===== src/rtl/uart_tx_buffered.sv =====
// ============================================================================
// Module      : uart_tx_buffered
// Description : UART transmitter with a one-entry holding register. Frames are
//               start(0), 8 data bits LSB first, even parity, stop(1). Bit
//               period is clks_per_bit+1 clocks, latched at frame start.
// Revision    : 1.0 - initial release
// ============================================================================
`default_nettype none

module uart_tx_buffered (
  input  logic       clk,
  input  logic       rst,           // synchronous, active-low
  input  logic [7:0] data_in,
  input  logic       data_valid,
  output logic       data_ready,
  input  logic [9:0] clks_per_bit,
  output logic       TX_out,
  output logic       busy,
  output logic       eoc_flag
);

  typedef enum logic [2:0] {
    S_IDLE   = 3'd0,
    S_START  = 3'd1,
    S_DATA   = 3'd2,
    S_PARITY = 3'd3,
    S_STOP   = 3'd4
  } state_t;

  state_t     state_q;
  logic [9:0] cnt_q;        // cycle position within the current bit
  logic [9:0] cnt_d;
  logic [9:0] cpb_q;        // bit period latched at frame start
  logic [2:0] bit_idx_q;    // data bit being sent
  logic [7:0] shift_q;
  logic       parity_q;
  logic [7:0] hold_q;
  logic       hold_full_q;
  logic       tx_q;
  logic       busy_q;
  logic       eoc_q;

  logic       handshake;
  logic       bit_end;
  logic       stop_end;
  logic       hold_write;

  assign data_ready = !hold_full_q;
  assign handshake  = data_valid && !hold_full_q;
  assign bit_end    = (cnt_q == cpb_q);
  assign cnt_d      = bit_end ? 10'd0 : cnt_q + 10'd1;
  assign stop_end   = (state_q == S_STOP) && bit_end;
  // A handshake while a frame is running parks the byte, except on the final
  // stop edge where the byte goes straight into the shift register instead.
  assign hold_write = handshake && (state_q != S_IDLE) && !stop_end;

  assign TX_out   = tx_q;
  assign busy     = busy_q;
  assign eoc_flag = eoc_q;

  // Frame sequencer, holding register and registered line/status outputs.
  always_ff @(posedge clk) begin
    if (!rst) begin
      state_q     <= S_IDLE;
      cnt_q       <= 10'd0;
      cpb_q       <= 10'd0;
      bit_idx_q   <= 3'd0;
      shift_q     <= 8'd0;
      parity_q    <= 1'b0;
      hold_q      <= 8'd0;
      hold_full_q <= 1'b0;
      tx_q        <= 1'b1;
      busy_q      <= 1'b0;
      eoc_q       <= 1'b0;
    end else begin
      eoc_q <= 1'b0;

      if (hold_write) begin
        hold_q      <= data_in;
        hold_full_q <= 1'b1;
      end

      case (state_q)
        S_IDLE: begin
          tx_q  <= 1'b1;
          cnt_q <= 10'd0;
          if (handshake) begin
            shift_q   <= data_in;
            parity_q  <= ^data_in;
            cpb_q     <= clks_per_bit;
            bit_idx_q <= 3'd0;
            tx_q      <= 1'b0;
            busy_q    <= 1'b1;
            state_q   <= S_START;
          end
        end

        S_START: begin
          cnt_q <= cnt_d;
          if (bit_end) begin
            tx_q      <= shift_q[0];
            bit_idx_q <= 3'd0;
            state_q   <= S_DATA;
          end
        end

        S_DATA: begin
          cnt_q <= cnt_d;
          if (bit_end) begin
            if (bit_idx_q == 3'd7) begin
              tx_q    <= parity_q;
              state_q <= S_PARITY;
            end else begin
              shift_q   <= {1'b0, shift_q[7:1]};
              tx_q      <= shift_q[1];
              bit_idx_q <= bit_idx_q + 3'd1;
            end
          end
        end

        S_PARITY: begin
          cnt_q <= cnt_d;
          if (bit_end) begin
            tx_q    <= 1'b1;
            state_q <= S_STOP;
          end
        end

        S_STOP: begin
          cnt_q <= cnt_d;
          if (bit_end) begin
            eoc_q <= 1'b1;
            if (hold_full_q) begin
              // Queued byte starts with no idle gap.
              shift_q     <= hold_q;
              parity_q    <= ^hold_q;
              cpb_q       <= clks_per_bit;
              hold_full_q <= 1'b0;
              bit_idx_q   <= 3'd0;
              tx_q        <= 1'b0;
              state_q     <= S_START;
            end else if (handshake) begin
              shift_q   <= data_in;
              parity_q  <= ^data_in;
              cpb_q     <= clks_per_bit;
              bit_idx_q <= 3'd0;
              tx_q      <= 1'b0;
              state_q   <= S_START;
            end else begin
              tx_q    <= 1'b1;
              busy_q  <= 1'b0;
              state_q <= S_IDLE;
            end
          end
        end

        default: begin
          tx_q    <= 1'b1;
          busy_q  <= 1'b0;
          cnt_q   <= 10'd0;
          state_q <= S_IDLE;
        end
      endcase
    end
  end

endmodule

`default_nettype wire


===== config.mk =====
export PLATFORM = sky130hd
export DESIGN_NAME = uart_tx_buffered
export DESIGN_NICKNAME = d
export VERILOG_FILES = /design/src/rtl/uart_tx_buffered.sv
export SDC_FILE = /design/constraint.sdc
export NUM_CORES = 1
export LEC_CHECK = 0
export ABC_AREA = 1
export ABC_CLOCK_PERIOD_IN_PS = 1600
export CORE_MARGIN = 8
export CORE_UTILIZATION = 24
export CTS_CLUSTER_DIAMETER = 80
export CTS_CLUSTER_SIZE = 30
export DETAILED_ROUTE_END_ITERATION = 6
export SLEW_MARGIN = 20
export SYNTH_ARGS = -nofsm -noshare
export SYNTH_HDL_FRONTEND = slang
export SYNTH_SLANG_ARGS = --single-unit

===== constraint.sdc =====
create_clock -name clk -period 1.6 [get_ports clk]
set_input_delay 0.32 -clock clk [delete_from_list [all_inputs] [get_ports clk]]
set_output_delay 0.32 -clock clk [all_outputs]
set_load 0.02 [all_outputs]

Word level (Yosys, flattened, before mapping)
Index checks and enable logic that the tools add are counted.
{"block": "classes", "reduce_logical": 23, "n_mux": 48, "eq_ne": 15, "addsub": 2, "bitwise_logic": 3}
{"operator": "two-way mux 8 bit", "count": 5}
{"operator": "two-way mux 3 bit", "count": 12}
{"operator": "two-way mux 10 bit", "count": 3}
{"operator": "one-hot mux 8 bit (3 select lines)", "count": 1}
{"operator": "two-way mux 1 bit", "count": 21}
{"operator": "one-hot mux 10 bit (2 select lines)", "count": 1}
{"operator": "!= test 2 bit, second input constant", "count": 9}
{"operator": "XOR reduction 8 bit", "count": 2}
{"operator": "one-hot mux 3 bit (5 select lines)", "count": 1}
{"operator": "one-hot mux 3 bit (4 select lines)", "count": 1}
{"operator": "adder 10 x 1 -> 10 bit, second input constant", "count": 1}
{"operator": "equality test 10 bit", "count": 1}
{"operator": "AND reduction 5 bit", "count": 2}
{"operator": "AND reduction 4 bit", "count": 2}
{"operator": "equality test 3 x 2 -> 1 bit, second input constant", "count": 2}
{"operator": "equality test 3 bit, second input constant", "count": 2}
{"operator": "AND reduction 6 bit", "count": 1}
{"operator": "nonzero test 3 bit", "count": 2}
{"operator": "OR reduction 3 bit", "count": 2}
{"operator": "one-hot mux 1 bit (5 select lines)", "count": 1}
{"operator": "logical AND 1 bit", "count": 4}
{"operator": "AND reduction 2 bit", "count": 2}
{"operator": "nonzero test 4 bit", "count": 1}
{"operator": "OR reduction 4 bit", "count": 1}
{"operator": "8 further kinds", "count": 11}
{"block": "word_totals", "out_inout_bits": 4, "reg_bits": 47}

Depth between registers and ports, before layout
Gate-level depths: netlist of run 1.
{"block": "depth", "depth_word": 8, "depth_mapped": 13, "mapped_depth_nobuf": 12}

Least setup slack after synthesis of run 1
Ideal clock, no wire load.
{"block": "synth_timing", "kind": "flip-flop to flip-flop", "start": "reg bit_idx_q[0]", "end": "reg shift_q[0]", "slack_ns": 0.140, "n_path_buf": 1, "path_stages_with_launch": 10, "setup_ns": 0.113, "t_arrival_ns": 1.347, "cell_sequence": "dfxtp_1 > ha_1 > ha_1 > nor2_1 > inv_1 > nand2_1 > nand2_4 > buf_6 > nor2_1 > nor2_1"}
{"block": "synth_between", "elab_chain_cells": 3}
{"item": "start, declared", "line_no": "34", "text": "logic [2:0] bit_idx_q;"}
{"item": "start signal, assigned", "line_no": "116", "text": "bit_idx_q <= bit_idx_q + 3'd1;"}
{"item": "equality test 3 bit", "line_no": "110", "text": "if (bit_idx_q == 3'd7) begin"}
{"item": "!= test 2 bit (no source line)"}
{"item": "AND reduction 4 bit (no source line)"}
{"item": "end signal, assigned", "line_no": "114", "text": "shift_q <= {1'b0, shift_q[7:1]};"}
{"item": "end signal, assigned", "line_no": "135", "text": "shift_q <= hold_q;"}
{"item": "end signal, assigned", "line_no": "143", "text": "shift_q <= data_in;"}
{"item": "end, declared", "line_no": "35", "text": "logic [7:0] shift_q;"}
No other way between the ends.
A chain may end at the register's enable or synchronous reset.

Worst setup path after layout of run 1
{"block": "layout_timing", "start": "reg eoc_q (netlist: eoc_flag)", "end": "out eoc_flag"}
{"item": "start, declared", "line_no": "41", "text": "logic eoc_q;"}
{"item": "start signal, assigned", "line_no": "74", "text": "eoc_q <= 1'b0;"}
{"item": "start signal, assigned", "line_no": "76", "text": "eoc_q <= 1'b0;"}
{"item": "start signal, assigned", "line_no": "132", "text": "eoc_q <= 1'b1;"}
{"item": "end, declared", "line_no": "19", "text": "output logic eoc_flag"}
No word-level cell between the ends.

==> results.md, run 1 <==
- CP delay by family, top: buffers and inverters
- CTS tree: done
- Detail Placement HPWL: approximately 6.5 mm
- Post-synth top flop: dfxtp_1
- Clock slew at reported path FFs: roughly 0.07 ns
- Fillers: 1,495
- Crit path DAT: 1.21 ns
- Area of the multi-input gates: 0.00209 mm²
- Register area share after synthesis: ~28%
- Vias: ~3,500
- Min Hold Slack: ~0.49 ns
- Leak: around 2 nW
- Max cap viols: 0
- Final core occ: between 30% and 40%
- Status: finished clean
- Final #Nets: between 600 and 700
- Worst hold path depth: 2
- Worst R2R End: cpb_q[4]$_SDFFE_PN0P_
- Largest net degree at the start of global routing: 29
- Critical path class: flop to output pin
- Total track usage: 10.2%
- Hold WC Path Type: flop to flop
- Min cycle time layout: between 1.5 and 2 ns
- Setup violators final: 0
- Number of synthesized flops with an enable pin: 0
- Number of antenna repair diodes: 0
- Drc violations: 0
- Syn nets: ~590
- Antenna-violating nets left: 0
- Flops & latches, synth: 47
- FMAX: ~650 MHz
- Slew @ Worst Pin: about 0.34 ns
- Starting Density: 24.2%
- Routability-driven placement congestion ratio: roughly 0.82
- Peak fanout along the critical path: 1
- Initial DRC count: around 130
- Area growth, synth to finish: 34.6%
- Worst r2r path cells: 11
- Period utilization: 95.4%
- Hold Buf Count CTS: 0
- Worst path cell trace: clkdlybuf4s50_1
- Yosys cell types: 31
- Mean Syn Cell Area: 5.91 µm²
- Via density: roughly 4.3
- R2r setup slk: approximately 0.10 ns
- CP bufs+invs: 1
- Worst r2r src: cpb_q[2]$_SDFFE_PN0P_
- VDD IR max: about 0.51 mV
- # IOs: 25
- CP endpoint kind: output pin
- Crit-path slowest cell: clkdlybuf4s50_1
- Warnings, synthesis: 0
- Sum of negative setup slack: 0 ns
- Final Hold Violating Endpoints: 0
- Pre-antenna DRT Iters: 4
- Root Buffer: clkbuf_16
- Die Width: between 100 and 150 µm
- I/O Buffers: 24
- Post-Syn Instances: between 500 and 600
- Clock skew: around 0.0067 ns
- Cell Rows: 43
- Cts bufs inserted: 5
- Power Density: roughly 1400 mW/mm²
- WL/cell: ~11 µm
- Clock buffer depth: 2
- Die height: around 130 µm
- Async S/R FF share, synth: 0%
- Slew headroom: between 70% and 80%
- Die area: 0.0179 mm²
- H-tree depth: 2
- Worst EP required: roughly 1.3 ns
- Worst min-delay path startpoint: cnt_q[4]$_SDFF_PP0_
- Clk Latency, worst-skew pair: a little under 0.3 ns
- Tot Pwr: 0.00643 W
- Sequential standard cell area: just under 0.001 mm²
- Nature of the critical path startpoint: flop
- RSZ-0062 raised after global routing: yes
- Commonest non-fill, non-tap cell in the layout: nand2_1
- Max-slew violation count: 0
- Synthesized cell area: ~0.0033 mm²
- Most frequent cells in the layout: nand2_1, inv_1, buf_4
- Initial antenna violation count: 0
- Total grt overflow: 0
- Vias in the first global route: between 3,000 and 4,000
- Sink Count: between 40 and 50
- Final wirelength: 8.93 mm
- Core Area: 0.0137 mm²
- First-pass GRT wire length: ~15 mm
- Fraction of layout cells with a size suffix above 1: between 20% and 30%
- Crit path largest cell delay: 0.60 ns
- WHS Endpoint: cnt_q[4]$_SDFF_PP0_
[power by group]
group          total (W)  internal [W]  switching [W]
Clock            0.00136      0.000896       0.000468
Combinational    0.00339       0.00143        0.00195
Sequential       0.00168       0.00147       0.000209
[worst register-to-register path: cells and delay by family, from the launching register on]
| kind | cells | cell delay, ns |
|---|---|---|
| AND/OR/NAND/NOR | 8 | 0.82 |
| flip-flops | 1 | 0.35 |
| buffers and inverters | 2 | 0.16 |
| AO/OA/AOI/OAI | 1 | 0.11 |
[worst max path at each step]
stage / from / endpoint / slack (ns) / cells past startpoint
floorplan: bit_idx_q[0]$_SDFFE_PN0P_ / shift_q[0]$_SDFFE_PN0P_ / 0.14 / 9
detailed placement: data_valid / cpb_q[4]$_SDFFE_PN0P_ / -0.27 / 10
global route: cpb_q[0]$_SDFFE_PN0P_ / hold_q[4]$_SDFFE_PN0P_ / -0.02 / 10
global placement: data_valid / cpb_q[9]$_SDFFE_PN0P_ / -0.18 / 10
finish: eoc_flag$_SDFF_PN0_ / eoc_flag / 0.07 / 1
CTS: cnt_q[3]$_SDFF_PP0_ / cpb_q[4]$_SDFFE_PN0P_ / 0.0002 / 11
[state kept, by name, summed over array words and instances, names as in the netlist]
| register | flops |
|---|---|
| eoc_flag | 1 |
| hold_full_q | 1 |
| cnt_q | 10 |
| TX_out | 1 |
| shift_q | 8 |
| cpb_q | 10 |
| parity_q | 1 |
| state_q | 3 |
| bit_idx_q | 3 |
| busy | 1 |
| hold_q | 8 |
[routing by layer]
layer	wire length, µm	track usage (%)
met5	0	0
met4	99	2.81
met3	286	1.69
met2	4050	16.5
met1	4490	13.7
[logic make-up (layout without fill, tap and decap cells)]
| family | Yosys count | after routing | share of synthesized area [%] |
|---|---|---|---|
| and+or+nand+nor | 308 | 308 | 38.7 |
| buffers and inverters | 90 | 155 | 11.2 |
| adders and majority gates | 3 | 3 | 1.13 |
| DFF | 47 | 47 | 28.3 |
| xor gates and xnor gates | 22 | 22 | 5.79 |
| AOI/OAI and AO/OA | 93 | 93 | 14.9 |
[area by class of cell]
type,instances,area share (%)
clock inverters,3,1.51
well taps,180,5.03
clock buffers,5,2.79
repair buffers,82,16.4
multi-input cells,426,46.7
inverters,65,5.73
flip-flops and latches,47,21.8
[timing repair]
| item | CTS | global route |
|---|---|---|
| pin swaps | 0 | 15 |
| gates resized for setup | 6 | 65 |
| buffers inserted | 0 | 11 |
| endpoints found under the setup margin | 24 | 47 |
[synthesized netlist by cell type, types with 2 or more instances]
master / count / area, µm²
a21oi_1: 35 / 175
buf_2: 4 / 20.0
buf_4: 3 / 22.5
buf_6: 2 / 22.5
clkbuf_1: 15 / 56.3
dfxtp_1: 47 / 941
ha_1: 3 / 37.5
inv_1: 56 / 210
inv_2: 7 / 26.3
nand2_1: 200 / 751
nand2_2: 3 / 18.8
nand2_4: 2 / 22.5
nand3_1: 44 / 220
nand3_2: 2 / 20.0
nor2_1: 46 / 173
nor2_2: 3 / 18.8
nor3_1: 4 / 20.0
o211ai_1: 9 / 67.6
o21ai_0: 43 / 215
o21ai_1: 3 / 15.0
o21bai_1: 2 / 15.0
xnor2_1: 10 / 87.6
xor2_1: 12 / 105
[stage by stage]
| stage | worst slack, ns | instance area (µm²) | std cells |
|---|---|---|---|
| 2_1_floorplan | 0.140 | 3330 | 563 |
| 3_3_place_gp | -0.179 | 4060 | 789 |
| 3_5_place_dp | -0.271 | 4060 | 789 |
| 4_1_cts | 0.000234 | 4260 | 797 |
| 5_1_grt | -0.0230 | 4480 | 808 |
| 6_report | 0.0728 | 4480 | 808 |
Note: power is estimated with default switching activity, not from simulation.
==> run 2: changes to the inputs <==
--- a/config.mk
+++ b/config.mk
@@ -9,9 +9,10 @@
 export ABC_CLOCK_PERIOD_IN_PS = 1600
 export CORE_MARGIN = 8
 export CORE_UTILIZATION = 24
-export CTS_CLUSTER_DIAMETER = 80
+export CTS_CLUSTER_DIAMETER = 40
 export CTS_CLUSTER_SIZE = 30
 export DETAILED_ROUTE_END_ITERATION = 6
+export SKIP_CTS_REPAIR_TIMING = 1
 export SLEW_MARGIN = 20
 export SYNTH_ARGS = -nofsm -noshare
 export SYNTH_HDL_FRONTEND = slang
==> run 2 against run 1 <==
- largest cell class unchanged
- total power about the same
- critical path type is now flop to flop
- flip-flop and latch count unchanged
- fmax is 0.82% lower
- register-to-register slack got worse by 0.04 ns
- clock power about the same
==> results.md, run 2 (synthesis gave the netlist of run 1 again) <==
- Clock power share: between 20% and 30%
- WL/cell: ~11 µm
- Max-slew violation count: 0
- CTS tree: done
- Die Width: between 100 and 150 µm
- Power Density: ~1400 mW/mm²
- Status: finished clean
- Vias in the first global route: 3,239
- Via density: around 4.3
- Clock slew at reported path FFs: about 0.07 ns
- Die area: around 0.018 mm²
- M2 GR Usage: between 15 and 20%
- I/O Buffers: 24
- Largest regs: cnt_q x10, cpb_q x10
- Root Buffer: clkbuf_16
- Clk Latency, worst-skew pair: between 0.2 and 0.3 ns
- Cts bufs inserted: 5
- Detail Placement HPWL: 6.53 mm
- Min Hold Slack: 0.477 ns
- Commonest non-fill, non-tap cell in the layout: nand2_1
- Worst EP required: 1.76 ns
- First-pass GRT wire length: about 15 mm
- M1 GR Usage: between 10% and 20%
- Tot Pwr: around 0.0064 W
- Die height: roughly 130 µm
- Min cycle time layout: 1.54 ns
- H-tree depth: 2
- Slew headroom: about 78%
- Antenna-violating nets left: 0
- Drc violations: 0
- Total grt overflow: 0
- Setup violators final: 0
- P_sw: roughly 0.0027 W
- Cell Rows: 43
- Crit path DAT: 1.70 ns
- Initial antenna violation count: 0
- VDD IR max: around 0.52 mV
- Internal Power: ~0.0038 W
- Core Area: 0.0137 mm²
- Final wirelength: a little under 9 mm
- Leak: approximately 2.0 nW
- Met3 GRT Util: under 10%
- Period utilization: between 90% and 100%
- Pre-antenna DRT Iters: 4
- Starting Density: between 20 and 25%
- # IOs: 25
- Sw frac: around two fifths
- Clock buffer depth: 2
- Worst hold path depth: 2
- Sink Count: between 40 and 50
- Critical path class: flop to flop
- Slack of the critical path: 0.0602 ns
- Initial DRC count: 174
- RSZ-0062 raised after global routing: yes
- Worst r2r path cells: 10
- Most frequent cells in the layout: nand2_1, inv_1, buf_4
- Vias: between 3,000 and 4,000
- Final #Nets: about 650
- Combinational fraction of design power: a little over half
- Nature of the critical path startpoint: flop
- Slew @ Worst Pin: between 0.3 and 0.4 ns
- Seq pwr share: roughly a quarter
- Largest net degree at the start of global routing: 29
- Final Hold Violating Endpoints: 0
- FMAX: ~650 MHz
- Number of antenna repair diodes: 0
- Fraction of layout cells with a size suffix above 1: between 10% and 20%
- Clock skew: 0.00455 ns
- Routability-driven placement congestion ratio: between 0.8 and 0.9
- Total track usage: 10.2%
- Max cap viols: 0
- Peak fanout along the critical path: 11
- Hold WC Path Type: flop to flop
- CP endpoint kind: flop
- Most Used Layer, Global Route: met2
- DP Worst Slack: -0.271 ns
- Area growth, synth to finish: 33.4%
-- run 2: changes by cell type in the layout (fill, tap and decap cells not counted), sizes merged --
cell / previous run / this run
buf: 58 / 53
dlygate4sd2: 2 / 0
dlymetal6s2s: 2 / 4
-- run 2: area by class of cell --
| class | count | area, µm² |
|---|---|---|
| fillers | 1501 | 9280 |
| inverters | 65 | 254 |
| well taps | 180 | 225 |
| clock inverters | 3 | 67.6 |
| clock buffers | 5 | 125 |
| repair buffers | 77 | 689 |
| multi-input cells | 426 | 2100 |
| flip-flops and latches | 47 | 972 |
-- run 2: worst paths after layout --
check	from	slack [ns]	endpoint
worst min register to register	cnt_q[4]$_SDFF_PP0_	0.48	cnt_q[4]$_SDFF_PP0_
worst max-delay path	cnt_q[3]$_SDFF_PP0_	0.06	cpb_q[4]$_SDFFE_PN0P_
worst min-delay path	cnt_q[4]$_SDFF_PP0_	0.48	cnt_q[4]$_SDFF_PP0_
worst max register to register	cnt_q[3]$_SDFF_PP0_	0.06	cpb_q[4]$_SDFFE_PN0P_
-- run 2: routing by layer --
metal	wire, µm	share of wire (%)
met5	0	0
met3	272	3.0
met4	99	1.1
met1	4490	50
met2	4070	46
-- run 2: through the flow --
step | setup TNS (ns) | instance area, µm² | std cells | utilization [%]
after floorplan | 0 | 3330 | 563 | -
after global routing | -0.570 | 4440 | 803 | 32.3
final | 0 | 4440 | 803 | 32.3
after global placement | -4.23 | 4060 | 789 | 29.6
after CTS | -0.694 | 4250 | 797 | 31.0
after detailed placement | -5.31 | 4060 | 789 | 29.6
-- run 2: power groups by stage --
stage | Sequential (W) | Clock (W) | Combinational [W]
6_report | 0.00168 | 0.00135 | 0.00339
5_1_grt | 0.00172 | 0.00144 | 0.00384
4_1_cts | 0.00166 | 0.00140 | 0.00311
3_5_place_dp | 0.00168 | 0 | 0.00310
3_3_place_gp | 0.00168 | 0 | 0.00309
2_1_floorplan | 0.00165 | 0 | 0.00216
-- run 2: critical path, cell delays in order, from the launching register on --
cell and delay [ns]:
dfxtp_4 0.37, inv_2 0.04, nand2_1 0.04, nand2_1 0.07, nor2_2 0.17, nand2_2 0.09
nor2_4 0.14, nand3_4 0.14, buf_4 0.21, nand3_1 0.08, a21oi_1 0.07
